File: src/rtl/spi_cfg_if.sv
// SPI decoder <-> config register bank link: valid/ready write channel and
// fixed-latency read channel.
//   wr_valid/wr_ready/wr_addr/wr_data : write request with handshake
//   rd_valid/rd_addr                  : read request (always accepted)
//   rd_data/rd_data_valid             : read response, one cycle after request
interface spi_cfg_if #(
    parameter int unsigned ADDR_W = 4,
    parameter int unsigned DATA_W = 12
) ();
    logic              wr_valid;
    logic              wr_ready;
    logic [ADDR_W-1:0] wr_addr;
    logic [DATA_W-1:0] wr_data;
    logic              rd_valid;
    logic [ADDR_W-1:0] rd_addr;
    logic [DATA_W-1:0] rd_data;
    logic              rd_data_valid;

    // SPI frame decoder side
    modport master (
        output wr_valid, wr_addr, wr_data, rd_valid, rd_addr,
        input  wr_ready, rd_data, rd_data_valid
    );

    // Register bank side
    modport slave (
        input  wr_valid, wr_addr, wr_data, rd_valid, rd_addr,
        output wr_ready, rd_data, rd_data_valid
    );
endinterface

File: src/rtl/spi_cfg_regbank.sv
// Sandpile configuration register bank. Shadow registers are written over SPI
// and copied atomically to the active outputs only while the core is idle.
// Ports:
//   clk, rst          : clock, asynchronous active-high reset
//   bus (slave)       : write handshake and read channel from the SPI decoder
//   core_idle         : core is between steps, commits allowed
//   run_o, step_o     : free-run enable, single-step pulse
//   reset_software_o  : SRST_CYCLES-long software reset to the core
//   cfg_update_o      : pulse in the cycle the active configuration changes
//   grid_size_o, drop_mode_o, speed_o, random_seed_o : active configuration
//   err_o             : sticky error (bad write address), cleared by STATUS read
module spi_cfg_regbank #(
    parameter int unsigned ADDR_W      = 4,
    parameter int unsigned DATA_W      = 12,
    parameter int unsigned GRID_W      = 9,
    parameter int unsigned SPEED_W     = 12,
    parameter int unsigned SEED_W      = 10,
    parameter int unsigned GRID_MIN    = 2,
    parameter int unsigned GRID_MAX    = 256,
    parameter int unsigned GRID_DEF    = 8,
    parameter int unsigned SPEED_DEF   = 50,
    parameter int unsigned CHIP_ID     = 'h5A1,
    parameter int unsigned THRESHOLD   = 4,
    parameter int unsigned SRST_CYCLES = 4
) (
    input  logic               clk,
    input  logic               rst,
    spi_cfg_if.slave           bus,
    input  logic               core_idle,
    output logic               run_o,
    output logic               step_o,
    output logic               reset_software_o,
    output logic               cfg_update_o,
    output logic [GRID_W-1:0]  grid_size_o,
    output logic               drop_mode_o,
    output logic [SPEED_W-1:0] speed_o,
    output logic [SEED_W-1:0]  random_seed_o,
    output logic               err_o
);

    localparam int unsigned CNT_W = (SRST_CYCLES > 1) ? $clog2(SRST_CYCLES) : 1;
    localparam logic [CNT_W-1:0] SRST_LAST = CNT_W'(SRST_CYCLES - 1);

    localparam logic [ADDR_W-1:0] A_CTRL   = ADDR_W'(1);
    localparam logic [ADDR_W-1:0] A_STATUS = ADDR_W'(2);
    localparam logic [ADDR_W-1:0] A_ID     = ADDR_W'(10);
    localparam logic [ADDR_W-1:0] A_THR    = ADDR_W'(11);
    localparam logic [ADDR_W-1:0] A_GRID   = ADDR_W'(12);
    localparam logic [ADDR_W-1:0] A_DROP   = ADDR_W'(13);
    localparam logic [ADDR_W-1:0] A_SPEED  = ADDR_W'(14);
    localparam logic [ADDR_W-1:0] A_SEED   = ADDR_W'(15);

    localparam logic [GRID_W-1:0]  GRID_RST  = GRID_W'(GRID_DEF);
    localparam logic [SPEED_W-1:0] SPEED_RST = SPEED_W'(SPEED_DEF);

    typedef enum logic [1:0] {
        S_IDLE        = 2'd0,
        S_COMMIT_WAIT = 2'd1,
        S_SRST        = 2'd2
    } state_t;

    state_t             state, state_nx;
    logic [CNT_W-1:0]   cnt, cnt_nx;

    logic [GRID_W-1:0]  sh_grid, sh_grid_nx;
    logic               sh_drop, sh_drop_nx;
    logic [SPEED_W-1:0] sh_speed, sh_speed_nx;
    logic [SEED_W-1:0]  sh_seed, sh_seed_nx;

    logic [GRID_W-1:0]  grid_nx;
    logic               drop_nx;
    logic [SPEED_W-1:0] speed_nx;
    logic [SEED_W-1:0]  seed_nx;

    logic               run_nx, step_nx, srst_nx, upd_nx, err_nx;
    logic [DATA_W-1:0]  rd_data_nx;

    logic               wr_fire, ctrl_wr, wr_bad;
    logic               enter_srst, do_commit, run_step;
    logic [GRID_W-1:0]  grid_in, grid_clamped;

    assign bus.wr_ready = (state != S_SRST);
    assign wr_fire      = bus.wr_valid && bus.wr_ready;
    assign ctrl_wr      = wr_fire && (bus.wr_addr == A_CTRL);

    // Clamp incoming grid size into the legal range
    always_comb begin
        grid_in      = bus.wr_data[GRID_W-1:0];
        grid_clamped = grid_in;
        if (32'(grid_in) < GRID_MIN) begin
            grid_clamped = GRID_W'(GRID_MIN);
        end else if (32'(grid_in) > GRID_MAX) begin
            grid_clamped = GRID_W'(GRID_MAX);
        end
    end

    // Next-state and next-output logic
    always_comb begin
        state_nx    = state;
        cnt_nx      = cnt;
        sh_grid_nx  = sh_grid;
        sh_drop_nx  = sh_drop;
        sh_speed_nx = sh_speed;
        sh_seed_nx  = sh_seed;
        grid_nx     = grid_size_o;
        drop_nx     = drop_mode_o;
        speed_nx    = speed_o;
        seed_nx     = random_seed_o;
        run_nx      = run_o;
        step_nx     = 1'b0;
        upd_nx      = 1'b0;
        err_nx      = err_o;
        rd_data_nx  = bus.rd_data;
        wr_bad      = 1'b0;
        enter_srst  = 1'b0;
        do_commit   = 1'b0;
        run_step    = 1'b0;

        // Shadow writes; anything not writable flags an error
        if (wr_fire) begin
            case (bus.wr_addr)
                A_CTRL:  ;
                A_GRID:  sh_grid_nx  = grid_clamped;
                A_DROP:  sh_drop_nx  = bus.wr_data[0];
                A_SPEED: sh_speed_nx = bus.wr_data[SPEED_W-1:0];
                A_SEED:  sh_seed_nx  = bus.wr_data[SEED_W-1:0];
                default: wr_bad      = 1'b1;
            endcase
        end

        // Readback sees pre-write values
        if (bus.rd_valid) begin
            case (bus.rd_addr)
                A_STATUS: rd_data_nx = DATA_W'({err_o, (state == S_COMMIT_WAIT),
                                                (state == S_SRST), run_o});
                A_ID:     rd_data_nx = DATA_W'(CHIP_ID);
                A_THR:    rd_data_nx = DATA_W'(THRESHOLD);
                A_GRID:   rd_data_nx = DATA_W'(sh_grid);
                A_DROP:   rd_data_nx = DATA_W'(sh_drop);
                A_SPEED:  rd_data_nx = DATA_W'(sh_speed);
                A_SEED:   rd_data_nx = DATA_W'(sh_seed);
                default:  rd_data_nx = '0;
            endcase
        end

        // A new error beats the clear-on-read of STATUS
        if (wr_bad) begin
            err_nx = 1'b1;
        end else if (bus.rd_valid && (bus.rd_addr == A_STATUS)) begin
            err_nx = 1'b0;
        end

        case (state)
            S_IDLE: begin
                if (ctrl_wr) begin
                    if (bus.wr_data[1]) begin
                        enter_srst = 1'b1;
                    end else if (bus.wr_data[3]) begin
                        if (core_idle) begin
                            do_commit = 1'b1;
                        end else begin
                            state_nx = S_COMMIT_WAIT;
                        end
                    end else begin
                        run_step = 1'b1;
                    end
                end
            end
            S_COMMIT_WAIT: begin
                if (ctrl_wr && bus.wr_data[1]) begin
                    enter_srst = 1'b1;
                end else begin
                    if (ctrl_wr && !bus.wr_data[3]) begin
                        run_step = 1'b1;
                    end
                    if (core_idle) begin
                        do_commit = 1'b1;
                        state_nx  = S_IDLE;
                    end
                end
            end
            S_SRST: begin
                cnt_nx = cnt + CNT_W'(1);
                if (cnt == SRST_LAST) begin
                    state_nx = S_IDLE;
                end
            end
            default: state_nx = S_IDLE;
        endcase

        if (run_step) begin
            run_nx  = bus.wr_data[0];
            step_nx = bus.wr_data[2] && !run_o;
        end

        // Commit takes shadow values including a write accepted this cycle
        if (do_commit) begin
            grid_nx  = sh_grid_nx;
            drop_nx  = sh_drop_nx;
            speed_nx = sh_speed_nx;
            seed_nx  = sh_seed_nx;
            upd_nx   = 1'b1;
        end

        if (enter_srst) begin
            state_nx    = S_SRST;
            cnt_nx      = '0;
            sh_grid_nx  = GRID_RST;
            sh_drop_nx  = 1'b0;
            sh_speed_nx = SPEED_RST;
            sh_seed_nx  = '0;
            grid_nx     = GRID_RST;
            drop_nx     = 1'b0;
            speed_nx    = SPEED_RST;
            seed_nx     = '0;
            run_nx      = 1'b0;
            upd_nx      = 1'b1;
        end

        // Software reset output is high exactly while in SRST
        srst_nx = (state_nx == S_SRST);
    end

    // State and output registers
    always_ff @(posedge clk or posedge rst) begin
        if (rst) begin
            state             <= S_IDLE;
            cnt               <= '0;
            sh_grid           <= GRID_RST;
            sh_drop           <= 1'b0;
            sh_speed          <= SPEED_RST;
            sh_seed           <= '0;
            grid_size_o       <= GRID_RST;
            drop_mode_o       <= 1'b0;
            speed_o           <= SPEED_RST;
            random_seed_o     <= '0;
            run_o             <= 1'b0;
            step_o            <= 1'b0;
            reset_software_o  <= 1'b0;
            cfg_update_o      <= 1'b0;
            err_o             <= 1'b0;
            bus.rd_data       <= '0;
            bus.rd_data_valid <= 1'b0;
        end else begin
            state             <= state_nx;
            cnt               <= cnt_nx;
            sh_grid           <= sh_grid_nx;
            sh_drop           <= sh_drop_nx;
            sh_speed          <= sh_speed_nx;
            sh_seed           <= sh_seed_nx;
            grid_size_o       <= grid_nx;
            drop_mode_o       <= drop_nx;
            speed_o           <= speed_nx;
            random_seed_o     <= seed_nx;
            run_o             <= run_nx;
            step_o            <= step_nx;
            reset_software_o  <= srst_nx;
            cfg_update_o      <= upd_nx;
            err_o             <= err_nx;
            bus.rd_data       <= rd_data_nx;
            bus.rd_data_valid <= bus.rd_valid;
        end
    end

endmodule

File: src/flat_wrapper.sv
// flat-port wrapper written by rule: the top's interface ports become plain ports
module spi_cfg_regbank_flat 
#(
    parameter int unsigned ADDR_W      = 4,
    parameter int unsigned DATA_W      = 12,
    parameter int unsigned GRID_W      = 9,
    parameter int unsigned SPEED_W     = 12,
    parameter int unsigned SEED_W      = 10,
    parameter int unsigned GRID_MIN    = 2,
    parameter int unsigned GRID_MAX    = 256,
    parameter int unsigned GRID_DEF    = 8,
    parameter int unsigned SPEED_DEF   = 50,
    parameter int unsigned CHIP_ID     = 'h5A1,
    parameter int unsigned THRESHOLD   = 4,
    parameter int unsigned SRST_CYCLES = 4
)
  (clk, rst, core_idle, run_o, step_o, reset_software_o, cfg_update_o, grid_size_o, drop_mode_o, speed_o, random_seed_o, err_o, bus_wr_valid, bus_wr_addr, bus_wr_data, bus_rd_valid, bus_rd_addr, bus_wr_ready, bus_rd_data, bus_rd_data_valid);
  spi_cfg_if #(.ADDR_W(ADDR_W), .DATA_W(DATA_W)) bus_i ();
  input  logic clk;
  input  logic rst;
  input  logic core_idle;
  output logic run_o;
  output logic step_o;
  output logic reset_software_o;
  output logic cfg_update_o;
  output logic [GRID_W-1:0] grid_size_o;
  output logic drop_mode_o;
  output logic [SPEED_W-1:0] speed_o;
  output logic [SEED_W-1:0] random_seed_o;
  output logic err_o;
  input wire logic [$bits(bus_i.wr_valid)-1:0] bus_wr_valid;
  input wire logic [$bits(bus_i.wr_addr)-1:0] bus_wr_addr;
  input wire logic [$bits(bus_i.wr_data)-1:0] bus_wr_data;
  input wire logic [$bits(bus_i.rd_valid)-1:0] bus_rd_valid;
  input wire logic [$bits(bus_i.rd_addr)-1:0] bus_rd_addr;
  output wire logic [$bits(bus_i.wr_ready)-1:0] bus_wr_ready;
  output wire logic [$bits(bus_i.rd_data)-1:0] bus_rd_data;
  output wire logic [$bits(bus_i.rd_data_valid)-1:0] bus_rd_data_valid;
  assign bus_i.wr_valid = bus_wr_valid;
  assign bus_i.wr_addr = bus_wr_addr;
  assign bus_i.wr_data = bus_wr_data;
  assign bus_i.rd_valid = bus_rd_valid;
  assign bus_i.rd_addr = bus_rd_addr;
  assign bus_wr_ready = bus_i.wr_ready;
  assign bus_rd_data = bus_i.rd_data;
  assign bus_rd_data_valid = bus_i.rd_data_valid;
  spi_cfg_regbank #(.ADDR_W(ADDR_W), .DATA_W(DATA_W), .GRID_W(GRID_W), .SPEED_W(SPEED_W), .SEED_W(SEED_W), .GRID_MIN(GRID_MIN), .GRID_MAX(GRID_MAX), .GRID_DEF(GRID_DEF), .SPEED_DEF(SPEED_DEF), .CHIP_ID(CHIP_ID), .THRESHOLD(THRESHOLD), .SRST_CYCLES(SRST_CYCLES)) u_core (.clk(clk), .rst(rst), .bus(bus_i), .core_idle(core_idle), .run_o(run_o), .step_o(step_o), .reset_software_o(reset_software_o), .cfg_update_o(cfg_update_o), .grid_size_o(grid_size_o), .drop_mode_o(drop_mode_o), .speed_o(speed_o), .random_seed_o(random_seed_o), .err_o(err_o));
endmodule
File: config.mk
export PLATFORM = sky130hd
export DESIGN_NAME = spi_cfg_regbank_flat
export DESIGN_NICKNAME = d
export VERILOG_FILES = /design/src/rtl/spi_cfg_if.sv /design/src/rtl/spi_cfg_regbank.sv /design/src/flat_wrapper.sv
export SDC_FILE = /design/constraint.sdc
export NUM_CORES = 1
export LEC_CHECK = 0
export ABC_CLOCK_PERIOD_IN_PS = 3300
export CAP_MARGIN = 20
export CORE_MARGIN = 2
export CORE_UTILIZATION = 53
export CTS_CLUSTER_SIZE = 25
export DETAILED_ROUTE_END_ITERATION = 16
export GPL_TIMING_DRIVEN = 0
export PLACE_DENSITY_LB_ADDON = 0.15
export SLEW_MARGIN = 20
export SYNTH_ARGS = -nofsm -noshare
export SYNTH_HDL_FRONTEND = slang
export SYNTH_SLANG_ARGS = --single-unit
File: constraint.sdc
create_clock -name clk -period 3.3 [get_ports clk]
set_input_delay 0.66 -clock clk [delete_from_list [all_inputs] [get_ports clk]]
set_output_delay 0.66 -clock clk [all_outputs]
set_load 0.005 [all_outputs]
==> results.yml, run 1 <==
drt:
  drtAntennaViolNets: 0
  drt_iter0_markers: 415
  vias_per_cell: 6.26
  via_count: 3551
  routed_wire_length_per_instance_um: 19.6
  dr.pass1.iters: 5
  wirelength_mm: 11.1
  drc: 0
yosys:
  postSynthCellCount: 381
  yosysTopAreaCell: "dfrtp_1"
  synth_fp_nets: 407
  synth_area_leaders: "dfrtp_1, mux2_4, dfstp_2"
  synth_top_area_frac: 0.465
  syn_area_mm2: 0.00420
  synth_cell_types: 54
  synthArstFlopShare: 1.00
  synth-seq-area-share: 0.515
  synth_edf_count: 0
  syn_area_per_cell_um2: 11.0
  synth_ff_type: "dfrtp_1"
  yosysWarnings: 0
  ys_ff_latch: 86
cells_and_area:
  layout_commonest_cell: "dfrtp_1"
  antenna_cells: 0
  final_nets: 487
  fill_cells: 617
  drive_gt1_frac: 0.148
  final_cell_mix: "dfrtp_1, clkdlybuf4s50_1, nand4_1, a21oi_1, clkbuf_1"
  areaGrowthSynthToFinish_pct: 24.3
  final_area_mm2: 0.00522
sta:
  timing.final.max_slew_violations: 0
  period_needed_ps: 2880
  setup_violations: 0
  rsz0062_at_grt: "false"
  finalCritPeriodShare: 0.874
  finalHoldViolations: 0
  setup_tns_ps: 0
  tightest_slew_ps: 815
  skew_ps: 6.89
  fmax_mhz: 347
  setup_ws_ps: 416
  slew_headroom: 0.449
grt:
  antenna_found_initial: 0
  overflow: 0
  grt_max_degree: 56
  grt_pass1_vias: 3367
  grt_pass1_wl_mm: 18.2
  grtUsageTotal: 0.275
power:
  p_leak_nw: 2.14
  power.density_mw_per_mm2: 643
  peakVddDrop_mv: 0.400
floorplanning:
  ios: 76
  die_y_um: 93.0
  die_area_mm2: 0.00865
  die_x_um: 93.0
  rows: 32
  fp.coreArea_mm2: 0.00769
  start_util: 0.546
clock_network:
  cts_resized: 0
  cts_buffers: 9
  post-cts-setup-buffers: 0
  clkLatencyLatePin_ps: 360
  cts_hold_buf: 0
  clock_path_buffers: 2
  cts.sinks: 86
  htree_levels: 3
  cts_tree: "built"
  clock-root-buffer: "clkbuf_8"
  clk_pin_slew_ps: 80
placement:
  gp_congestion: 0.968
  dpl.hpwl_mm: 7.99
  portBuffers: 68
  post-place-ws_ps: 303
  placed_area_mm2: 0.00503
critical_path:
  required_ps: 2640
  arrival_ps: 2220
  path_class: "reg -> out"
  cp_max_fo: 10
  cp-start-kind: "flip-flop"
  end_kind: "output port"
status:
  outcome: "finished, final reports clean"
run:
  drv_cap: 0
worst_hold_path:
  hold_class: "reg -> reg"
-- path summary, 6_finish.rpt --
check                                           start               endpoint  slack (ps)  cells past startpoint
max in group asynchronous                         rst      u_core.sh_grid[3]        1860                      3
worst max register to register        u_core.state[0]      u_core.speed_o[4]        1170                      6
worst min register to register  u_core.grid_size_o[4]  u_core.grid_size_o[4]         490                      1
worst max-delay path                  u_core.state[0]           bus_wr_ready         420                      4
worst min-delay path            u_core.grid_size_o[4]  u_core.grid_size_o[4]         490                      1
min in group asynchronous                         rst  u_core.grid_size_o[7]         760                      2
-- cell type report --
type / instances / area, um2 / share of cell area
flip-flops and latches: 86 / 2160 / 0.414
clock buffers: 11 / 141 / 0.0271
repair buffers: 69 / 701 / 0.134
plain buffers: 36 / 199 / 0.0381
multi-input cells: 235 / 1750 / 0.335
clock inverters: 4 / 47.5 / 0.00911
well taps: 102 / 128 / 0.0245
inverters: 24 / 92.6 / 0.0177
-- worst max-delay path: stages (launching register included) --
cell             delay, ps
dfrtp_1                450
nor2b_1                300
clkinv_1               300
clkbuf_1               300
clkdlybuf4s50_1        510
-- synthesized netlist by cell type (all sizes together) (9+ instances only) --
cell    instances
mux2           30
o22ai          12
o31ai          24
clkbuf         23
buf            13
dfrtp          78
a21oi          27
inv            23
nor2b           9
nor2            9
nand4          28
nand3          11
o21ai          18
-- layer usage --
metal	track usage	up-vias	part of all wire
met5	0	-	0
met4	0.0882	0	0.019
met3	0.0564	22	0.097
met2	0.408	187	0.46
met1	0.407	1751	0.42
li1	-	1591	-
-- cells by family after synthesis --
family | synth area share
AND/OR/NAND/NOR | 0.138
adder cells (fa/ha/maj) | 0.00298
flip-flops | 0.515
buffers and inverters | 0.0689
multiplexers | 0.110
AO/OA/AOI/OAI | 0.165
-- power breakdown --
group | internal (mW) | total, mW | switching, mW
Sequential | 1.37 | 1.56 | 0.191
Combinational | 0.583 | 1.07 | 0.484
Clock | 0.364 | 0.728 | 0.364
Total | 2.32 | 3.35 | 1.04
-- stage by stage --
| stage | utilization | hold slack [ps] | cells | power, mW |
|---|---|---|---|---|
| 5_1_grt | 0.679 | 521 | 567 | 3.54 |
| 6_report | 0.679 | 494 | 567 | 3.35 |
| 4_1_cts | 0.679 | 501 | 567 | 3.35 |
| 2_1_floorplan | - | 467 | 381 | 2.07 |
| 3_3_place_gp | 0.651 | 470 | 551 | 2.59 |
| 3_5_place_dp | 0.654 | 481 | 552 | 2.62 |
-- registers in the layout (all words and copies together), names as in the netlist, 2 cells and up --
| register | count |
|---|---|
| u_core.sh_seed | 10 |
| u_core.speed_o | 12 |
| u_core.state | 2 |
| u_core.cnt | 2 |
| u_core.sh_speed | 12 |
| u_core.random_seed_o | 10 |
| u_core.sh_grid | 9 |
| u_core.bus.rd_data | 12 |
| u_core.grid_size_o | 9 |
Power figures use the tool's default switching activity.
==> inputs of run 2 (changes only) <==
Settings changed: CORE_UTILIZATION 53 to 63, DONT_BUFFER_PORTS set to 1.
==> results.yml, run 2 (synthesis gave the netlist of run 1 again) <==
sta:
  rsz0062_at_grt: "false"
  finalHoldViolations: 0
  period_needed_ps: 2350
  fmax_mhz: 426
  tightest_slew_ps: 827
  setup_tns_ps: 0
  skew_ps: 7.71
  setup_ws_ps: 951
  setup_violations: 0
  whs_ps: 171
  slew_headroom: 0.441
  timing.final.max_slew_violations: 0
  finalCritPeriodShare: 0.712
drt:
  drtAntennaViolNets: 0
  via_count: 3337
  drc: 0
  routed_wire_length_per_instance_um: 23.5
  wirelength_mm: 11.1
  drt_iter0_markers: 357
  vias_per_cell: 7.03
  dr.pass1.iters: 5
floorplanning:
  ios: 76
  die_y_um: 85.6
  start_util: 0.657
  die_x_um: 85.6
  rows: 29
  die_area_mm2: 0.00733
  fp.coreArea_mm2: 0.00639
clock_network:
  clk_pin_slew_ps: 90
  clkLatencyLatePin_ps: 360
  clock_path_buffers: 2
  cts_tree: "built"
  post-cts-setup-buffers: 0
  cts.sinks: 86
  cts_resized: 0
  htree_levels: 3
  cts_buffers: 9
  clock-root-buffer: "clkbuf_8"
  cts_hold_buf: 0
power:
  power.density_mw_per_mm2: 690
  p_leak_nw: 1.90
  power.share.combinational: 0.228
  swShare: 0.319
  p_clk_frac: 0.262
  power_switching_mw: 1.00
  peakVddDrop_mv: 0.430
  total_power_mw: 3.13
  p_int_mw: 2.13
  seqPwrFrac: 0.510
grt:
  grtUsageTotal: 0.315
  antenna_found_initial: 0
  grt_max_degree: 54
  grt_pass1_wl_mm: 17.5
  grt_pass1_vias: 3146
  overflow: 0
critical_path:
  ff2ff_setup_slack_ps: 1240
  cp-start-kind: "flip-flop"
  ff2ff_path_depth: 6
  crit_path_cell_trace: "nor2b_1 > clkinv_1 > clkbuf_1"
  r2r-end: "u_core.speed_o[4]"
  crit_path_max_incr_delay_ps: 440
  cp_slowest_cell: "dfrtp_1"
  crit_family: "buffers and inverters"
  required_ps: 2640
  timing.rr.start: "u_core.state[0]"
  end_kind: "output port"
  cp_max_fo: 10
  arrival_ps: 1690
  path_buf_inv: 2
  path_class: "reg -> out"
cells_and_area:
  final_nets: 419
  final_area_mm2: 0.00454
  drive_gt1_frac: 0.171
  antenna_cells: 0
  areaGrowthSynthToFinish_pct: 8.17
  final_cell_mix: "dfrtp_1, nand4_1, a21oi_1, clkbuf_1, o31ai_1"
  fin_util: 0.711
  layout_commonest_cell: "dfrtp_1"
  stdcell_count: 475
  largestRegisters: "u_core.bus.rd_data: 12 flops, u_core.sh_speed: 12 flops, u_core.speed_o: 12 flops"
placement:
  post-place-ws_ps: 731
  gp_congestion: 0.903
  portBuffers: 0
  placed_area_mm2: 0.00432
  dpl.hpwl_mm: 7.95
  dp_cells: 459
run:
  drv_cap: 0
status:
  outcome: "finished, final reports clean"
worst_hold_path:
  hold_class: "in -> async"
-- run 2: worst max path at each step --
stage | from | end | slack [ps] | cells past startpoint
2_1_floorplan | rst | u_core.bus.rd_data[0] | 430 | 1
3_3_place_gp | rst | u_core.random_seed_o[3] | -330 | 1
3_5_place_dp | bus_wr_addr[3] | u_core.grid_size_o[4] | 730 | 7
4_1_cts | u_core.state[0] | bus_wr_ready | 960 | 3
5_1_grt | u_core.state[0] | bus_wr_ready | 870 | 3
6_report | u_core.state[0] | bus_wr_ready | 950 | 3
-- run 2: layer usage --
| metal | track usage | part of all wire | up-vias | wire length (um) |
|---|---|---|---|---|
| li1 | - | - | 1457 | - |
| met1 | 0.438 | 0.42 | 1623 | 4620 |
| met2 | 0.484 | 0.46 | 215 | 5120 |
| met3 | 0.0770 | 0.097 | 42 | 1090 |
| met4 | 0.121 | 0.028 | 0 | 312 |
| met5 | 0 | 0 | - | 0 |
-- run 2: power by group through the flow --
stage                     sequential, mW  clock [mW]  combinational, mW
after floorplan                     1.52           0              0.545
after global placement              1.60           0              0.671
after detailed placement            1.61           0              0.698
after CTS                           1.59       0.822              0.705
after global routing                1.62       0.862              0.783
final                               1.60       0.821              0.713
-- run 2: area by class of cell --
class | count | area [um2]
tap | 77 | 96.3
sequential | 86 | 2160
clock buffer | 13 | 149
inverter | 24 | 92.6
fill | 471 | 1850
clock inverter | 3 | 67.6
buffer | 36 | 199
multi-input combinational | 235 | 1750
timing repair buffer | 1 | 27.5
==> inputs of run 3 (changes only) <==
Settings changed: ABC_CLOCK_PERIOD_IN_PS 3300 to 2200.
Clock period 3.3 ns to 2.2 ns, I/O delays scaled along.
==> results.yml, run 3 (synthesis gave the netlist of run 1 again) <==
sta:
  rsz0062_at_grt: "false"
  period_needed_ps: 2060
  whs_ps: -4.73
  setup_violations: 0
  timing.final.max_slew_violations: 0
  finalCritPeriodShare: 0.938
  setup_tns_ps: 0
  slew_headroom: 0.443
  finalHoldViolations: 6
  skew_ps: 10.8
  fmax_mhz: 484
  tightest_slew_ps: 824
placement:
  placed_area_mm2: 0.00434
  gp_congestion: 0.903
  dpl.hpwl_mm: 8.04
  portBuffers: 0
clock_network:
  post-cts-setup-buffers: 0
  cts_hold_buf: 0
  htree_levels: 3
  clkLatencyLatePin_ps: 360
  clk_pin_slew_ps: 90
  clock_path_buffers: 2
  cts.sinks: 86
  clock-root-buffer: "clkbuf_8"
  cts_buffers: 9
  cts_tree: "built"
run:
  drv_cap: 0
critical_path:
  crit_path_cell_trace: "clkbuf_1 > inv_1 > clkbuf_1 > buf_1 > nor3_1 > mux2i_1 > o22ai_1"
  required_ps: 2430
  path_class: "in -> reg"
  crit_family: "buffers and inverters"
  cp-start-kind: "primary input"
  crit_path_max_incr_delay_ps: 450
  cp_max_fo: 10
  cp_slowest_cell: "nor3_1"
  arrival_ps: 2300
  end_kind: "flip-flop"
  path_buf_inv: 4
  cp_common_cell: "clkbuf_1"
grt:
  grtUsageTotal: 0.314
  overflow: 0
  grt_max_degree: 33
  antenna_found_initial: 0
  grt_pass1_vias: 3219
  grt_pass1_wl_mm: 17.4
status:
  violations: "hold timing"
  outcome: "complete, but fails checks"
drt:
  drc: 0
  dr.pass1.iters: 5
  drt_iter0_markers: 249
  routed_wire_length_per_instance_um: 22.8
  via_count: 3268
  drtAntennaViolNets: 0
  wirelength_mm: 10.9
  vias_per_cell: 6.88
floorplanning:
  die_area_mm2: 0.00733
  die_x_um: 85.6
  rows: 29
  ios: 76
  die_y_um: 85.6
  fp.coreArea_mm2: 0.00639
  start_util: 0.657
cells_and_area:
  final_area_mm2: 0.00455
  final_nets: 420
  layout_commonest_cell: "dfrtp_1"
  largestRegisters: "u_core.bus.rd_data: 12 flops, u_core.sh_speed: 12 flops, u_core.speed_o: 12 flops"
  antenna_cells: 0
  final_cell_mix: "dfrtp_1, nand4_1, a21oi_1, clkbuf_1, o31ai_1"
  areaGrowthSynthToFinish_pct: 8.49
  drive_gt1_frac: 0.176
worst_hold_path:
  hold_class: "in -> async"
power:
  power.density_mw_per_mm2: 1030
  p_leak_nw: 1.90
  peakVddDrop_mv: 0.643
## run 3: through the flow
stage	power, mW	utilization	hold slack, ps	setup slack (ps)	cells
detailed placement	3.46	0.679	401	-162	460
global route	4.89	0.713	38.2	55.1	475
floorplan	3.10	-	467	3.23	381
CTS	4.67	0.713	9.77	126	475
finish	4.68	0.713	-4.73	136	475
global placement	3.41	0.673	472	-121	458
## run 3: per-layer routing
metal / track usage / vias up / wire (um)
met5: 0 / - / 0
met4: 0.143 / 0 / 324
met1: 0.438 / 1606 / 4570
met3: 0.0654 / 29 / 950
met2: 0.478 / 181 / 5010
li1: - / 1452 / -
## run 3: area by class of cell
type	instances	area, um2
sequential	86	2160
fill	487	1830
multi-input combinational	235	1750
buffer	36	199
clock buffer	12	145
tap	77	96.3
inverter	24	93.8
clock inverter	3	68.8
timing repair buffer	2	40.0
## run 3: power breakdown
group          internal (mW)  switching (mW)  total [mW]  leakage, nW
combinational          0.474           0.591        1.06        0.688
clock                  0.668           0.551        1.22        0.107
sequential              2.05           0.338        2.39         1.11
## run 3: worst paths after layout
check                                startpoint  depth (start not counted)  slack [ps]                  endpoint
min in group clk                   bus_rd_valid                          0         100  u_core.bus.rd_data_valid
worst min register to register    u_core.cnt[0]                          1         520             u_core.cnt[0]
worst max register to register  u_core.state[0]                          6         240         u_core.speed_o[4]
worst min-delay path                        rst                          1          -5     u_core.grid_size_o[6]
worst max-delay path               bus_wr_valid                          7         140     u_core.grid_size_o[5]
max in group asynchronous                   rst                          3        1440   u_core.random_seed_o[8]
## run 3: what timing repair did
action                                  4_1_cts  5_1_grt
endpoints found under the hold margin         0        0
gates resized for setup                       0        1
endpoints found under the setup margin        0        3
==> variant 1 (settings of run 2) <==
`SPEED_W` is set to 12 in 2 places; all go to 10.
--- a/src/rtl/spi_cfg_regbank.sv
+++ b/src/rtl/spi_cfg_regbank.sv
@@ -13,7 +13,7 @@
     parameter int unsigned ADDR_W      = 4,
     parameter int unsigned DATA_W      = 12,
     parameter int unsigned GRID_W      = 9,
-    parameter int unsigned SPEED_W     = 12,
+    parameter int unsigned SPEED_W     = 10,
     parameter int unsigned SEED_W      = 10,
     parameter int unsigned GRID_MIN    = 2,
     parameter int unsigned GRID_MAX    = 256,
--- a/src/flat_wrapper.sv
+++ b/src/flat_wrapper.sv
@@ -4,7 +4,7 @@
     parameter int unsigned ADDR_W      = 4,
     parameter int unsigned DATA_W      = 12,
     parameter int unsigned GRID_W      = 9,
-    parameter int unsigned SPEED_W     = 12,
+    parameter int unsigned SPEED_W     = 10,
     parameter int unsigned SEED_W      = 10,
     parameter int unsigned GRID_MIN    = 2,
     parameter int unsigned GRID_MAX    = 256,
Interface: changed (resized speed_o); port bits go from 76 to 74. The function was not compared with the original's and may differ.
==> variant 1 against run 2 <==
- count of clock-buffer cells in the layout shrank 2
- synthesized area is 11% lower
- setup slack better by 0.23 ns
- cell area shrank 11%
- sequential cell count is 5 lower
- total power down 10%
- non-clock buffer count down 15
- die area shrank 11%
- sequential share of layout area grew 2.7 points
- clock power is 3.7% lower
- clock skew about the same
- via count down 22%
- wire length shrank 24%
- critical path type is now reg -> reg
- largest cell class unchanged
- largest power group unchanged
==> variant 1: results (changes against run 2) <==
[metrics] share of cell area taken by muxes after synthesis: 14.7% (was 11.0%)
[metrics] cells taking the most area after synthesis: dfrtp_1 (49%), mux2i_1 (6.2%), dfstp_2 (5.6%) (was dfrtp_1 (46%), mux2_4 (7.2%), dfstp_2 (5.0%))
[metrics] Commonest cells post-synth: dfrtp_1 (73), nor2_1 (35), nand2_1 (24) (was dfrtp_1 (78), nand4_1 (28), a21oi_1 (27))
[metrics] number of H-tree levels: 3 (unchanged)
[metrics] final weighted congestion of routability-driven global placement: 0.889 (was 0.903)
[metrics] hpwl dp: 5.92 mm (was 7.95 mm)
[metrics] root buffer cell: clkbuf_8 (unchanged)
[metrics] Vias/cell: 6.19 (was 7.03)
[metrics] fill cell count: 453 (was 471)
[metrics] peak supply drop: 0.409 mV (was 0.430 mV)
[metrics] share of cells above drive strength 1: 18.9% (was 17.1%)
[metrics] post-route clock skew: 0.00759 ns (was 0.00771 ns)
[metrics] Leak Pwr: 0.00192 uW (was 0.00190 uW)
[metrics] Inserted Diodes: 0 (unchanged)
[metrics] delay of the slowest critical-path stage: 0.55 ns (was 0.44 ns)
[metrics] number of different library cells in the post-synthesis netlist: 49 (was 54)
[metrics] status: finished clean (unchanged)
[metrics] slowest CP cell: dfrtp_1 (unchanged)
[metrics] number of instances in the synthesized netlist: 327 (was 381)
[metrics] Syn Nets: 353 (was 407)
[metrics] Data arrival, critical path: 2.36 ns (was 1.69 ns)
[metrics] net count reported at finish: 365 (was 419)
[metrics] compound-cell area share of the yosys netlist: 10.6% (was 16.5%)
[metrics] sequential area share after synthesis: 54.7% (was 51.5%)
[metrics] postcts setup bufs: 0 (unchanged)
[metrics] global-route wire length before repair: 13.3 mm (was 17.5 mm)
[metrics] number of cell instances on the worst register-to-register path: 7 (was 6)
[metrics] Post-Layout Cell Count: 419 (was 475)
[metrics] combined global-route utilization of all metal layers: 27.7% (was 31.5%)
[metrics] count of placed standard cells including taps: 403 (was 459)
[metrics] adder-cell share of the synthesized area: 0.336% (was 0.298%)
[metrics] maximum number of pins on one net before global-route repair: 47 (was 54)
[metrics] starting DRC count in detailed routing: 285 (was 357)
[metrics] cells resized by post-CTS repair: 0 (unchanged)
[metrics] Routed WL per cell: 20.2 um (was 23.5 um)
[metrics] reg-to-reg critical path startpoint: u_core.state[1] (was u_core.state[0])
[metrics] kind of cell adding the most delay to the critical path: flip-flops (was buffers and inverters)
[metrics] maximum buffer depth of the clock tree: 2 (unchanged)
[metrics] Max-slew headroom: 44.1% (about the same)
[metrics] via count of the first global-routing pass: 2,616 (was 3,146)
[metrics] R2R Path End: u_core.speed_o[2] (was u_core.speed_o[4])
[metrics] slack of the worst reg-to-reg path: 1.18 ns (was 1.24 ns)
[variant 1: area by class of cell]
cell class,instances,area share [%]
Inverter,15,1.76
Clock buffer,11,3.24
Multi-Input combinational cell,210,36.5
Clock inverter,5,1.95
Tap cell,75,2.32
Timing Repair Buffer,1,0.494
Buffer,21,3.46
Sequential cell,81,50.3
[variant 1: power by group]
part           switching [uW]  internal, uW
clock network             364           427
logic                     268           260
registers                 195          1290
[variant 1: worst max-delay path by stage]
stage / slack, ns / cells past startpoint / end
after floorplan: 0.57 / 1 / u_core.bus.rd_data[0]
after CTS: 1.22 / 6 / u_core.grid_size_o[1]
after detailed placement: 0.86 / 6 / u_core.grid_size_o[1]
after global routing: 1.09 / 7 / u_core.speed_o[2]
final: 1.18 / 7 / u_core.speed_o[2]
after global placement: -0.21 / 1 / u_core.reset_software_o
[variant 1: per-stage QoR]
stage | cell area (sq um) | setup slack [ns] | TNS (ns) | hold slack (ns) | total power [uW]
floorplan | 3720 | 0.573 | 0 | 0.465 | 1870
global placement | 3820 | -0.214 | -15.34 | 0.484 | 2000
detailed placement | 3840 | 0.863 | 0 | 0.493 | 2030
CTS | 4050 | 1.22 | 0 | 0.208 | 2810
global route | 4050 | 1.09 | 0 | 0.222 | 2950
finish | 4050 | 1.18 | 0 | 0.189 | 2810
[variant 1: logic make-up after synthesis]
family / after synthesis
buf+inv: 36
mux: 48
other cells: 1
compound gates: 61
fa+ha+maj: 1
simple gates: 99
flops: 81
[variant 1: per-layer routing]
layer	wire length [um]	track usage (%)
met2	3990	42.2
met4	199	13.6
met1	3580	36.7
met3	708	7.67
met5	0	0
==> variant 2 (settings of run 2) <==
Made on the original files. Make the reset (`rst`) synchronous in one clocked block. Comments in the files are not updated.
--- a/src/rtl/spi_cfg_regbank.sv
+++ b/src/rtl/spi_cfg_regbank.sv
@@ -222,7 +222,7 @@
     end
 
     // State and output registers
-    always_ff @(posedge clk or posedge rst) begin
+    always_ff @(posedge clk) begin
         if (rst) begin
             state             <= S_IDLE;
             cnt               <= '0;
Function: differs if rst is asserted again (counterexample within 4 cycles, from zero or initial values and one cycle with rst high); with rst held inactive, the same outputs for 4 cycles.
==> variant 2 against run 2 <==
- hold slack improved by 0.20 ns
- cell area decreased by 15%
- wire length decreased by 19%
- setup slack improved by 0.25 ns
- synthesized area decreased by 14%
- fmax increased by 12%
- count of clock-buffer cells in the layout decreased by 2
- sequential cell count unchanged
- critical path type is now in -> reg
Power is not compared: it rests on default switching activity, and its combinational part moved more than twofold at a synthesized area within 25%.
==> variant 2: results (changes against run 2) <==
[metrics] worst slack after detailed placement: 0.863 ns (was 0.731 ns)
[metrics] setup TNS: 0 ns (unchanged)
[metrics] hpwl dp: 6.72 mm (was 7.95 mm)
[metrics] cts bufs inserted: 9 (unchanged)
[metrics] start point of the critical path: bus_wr_addr[1] (was u_core.state[0])
[metrics] Syn Nets: 404 (was 407)
[metrics] met3 routed WL: 848 um (was 1.09 mm)
[metrics] status: finished clean (unchanged)
[metrics] R2R Path End: u_core.grid_size_o[1] (was u_core.speed_o[4])
[metrics] internal power: 1360 uW
[metrics] critical path endpoint: u_core.grid_size_o[3] (was bus_wr_ready)
[metrics] average cell area after synthesis: 9.53 sq um (was 11.0 sq um)
[metrics] combined global-route utilization of all metal layers: 30.5% (was 31.5%)
[metrics] Routed WL per cell: 19.5 um (was 23.5 um)
[metrics] cells taking the most area after synthesis: dfxtp_1 (48%), a211oi_2 (8.0%), nor2_1 (7.0%) (was dfrtp_1 (46%), mux2_4 (7.2%), dfstp_2 (5.0%))
[metrics] share of cells above drive strength 1: 14.7% (was 17.1%)
[metrics] number of H-tree levels: 3 (unchanged)
[metrics] clock network area share: 4.31% (was 4.77%)
[metrics] GR Layer Usage met3: 8.71% (was 7.70%)
[metrics] sequential share of cell area: 44.6% (was 47.6%)
[metrics] Multi-Input Combinational: 260 (was 235)
[metrics] net count reported at finish: 415 (was 419)
[metrics] metal1 wirelength: 3.84 mm (was 4.62 mm)
[metrics] routed length on met2: 4.20 mm (was 5.12 mm)
[metrics] final hold slack: 0.370 ns (was 0.171 ns)
[metrics] area share of buffers outside the clock network: 3.89% (was 4.99%)
[metrics] non-clock inverter instance count of the final layout: 4 (was 24)
[metrics] worst hold path type: in -> reg (was in -> async)
[metrics] number of different library cells in the post-synthesis netlist: 45 (was 54)
[metrics] global-route wire length before repair: 14.4 mm (was 17.5 mm)
[metrics] post-route clock skew: 0.00985 ns (was 0.00771 ns)
[metrics] fill cell count: 435 (was 471)
[metrics] share of flip-flops with an asynchronous set or reset after synthesis: 0% (was 100%)
[metrics] final weighted congestion of routability-driven global placement: 0.894 (was 0.903)
[metrics] number of signal-net buffers in the layout: 28 (was 37)
[metrics] placed cell area: 0.00369 sq mm (was 0.00432 sq mm)
[metrics] biggest fanout along the worst timing path: 10 (unchanged)
[metrics] Data arrival, critical path: 2.32 ns (was 1.69 ns)
[metrics] global routing met1 resource utilization: 38.6% (was 43.8%)
[metrics] multi-input gate share of the layout cell area: 44.4% (was 38.5%)
[metrics] starting DRC count in detailed routing: 220 (was 357)
[metrics] maximum number of pins on one net before global-route repair: 15 (was 54)
[metrics] Commonest cells post-synth: dfxtp_1 (86), nor2_1 (67), a21oi_1 (27) (was dfrtp_1 (78), nand4_1 (28), a21oi_1 (27))
[metrics] number of clock buffers in the layout: 11 (was 13)
[metrics] number of cell instances on the worst register-to-register path: 7 (was 6)
[metrics] via count of the routed design: 2,821 (was 3,337)
[metrics] sequential area share after synthesis: 47.8% (was 51.5%)
[metrics] met2 global-route usage: 48.1% (was 48.4%)
-- variant 2: cell count changes after synthesis, moves of 11 or more --
cell             run 2  this run
mux2_4              20         0
o22ai_1             12         1
o31ai_1             23         0
inv_1               23         4
nand2b_1             3        16
a211oi_2             0        23
dfxtp_1              0        86
dfrtp_1             78         0
clkbuf_1            23        12
mux2i_1              5        25
nor2_1               9        67
nand4_1             28         4
-- variant 2: per-stage QoR --
step                cells  util, %  total power, uW
floorplan             378        -             1160
global placement      450     67.0             1190
detailed placement    450     67.0             1190
CTS                   466     70.1             1820
global route          466     70.1             1870
finish                466     70.1             1820
-- variant 2: kinds of logic after synthesis --
kind of cell	Yosys count	synth area share, %
flops	86	47.8
mux	30	8.51
compound gates	87	18.9
xor+xnor	1	0.243
fa+ha+maj	1	0.347
simple gates	141	19.6
buf+inv	32	4.59
-- variant 2: worst max-delay path, cell delays in order --
cell     delay [ns]
nor3b_2        0.25
a31oi_1        0.18
nor4b_4        0.70
buf_2          0.39
a31oi_1        0.13
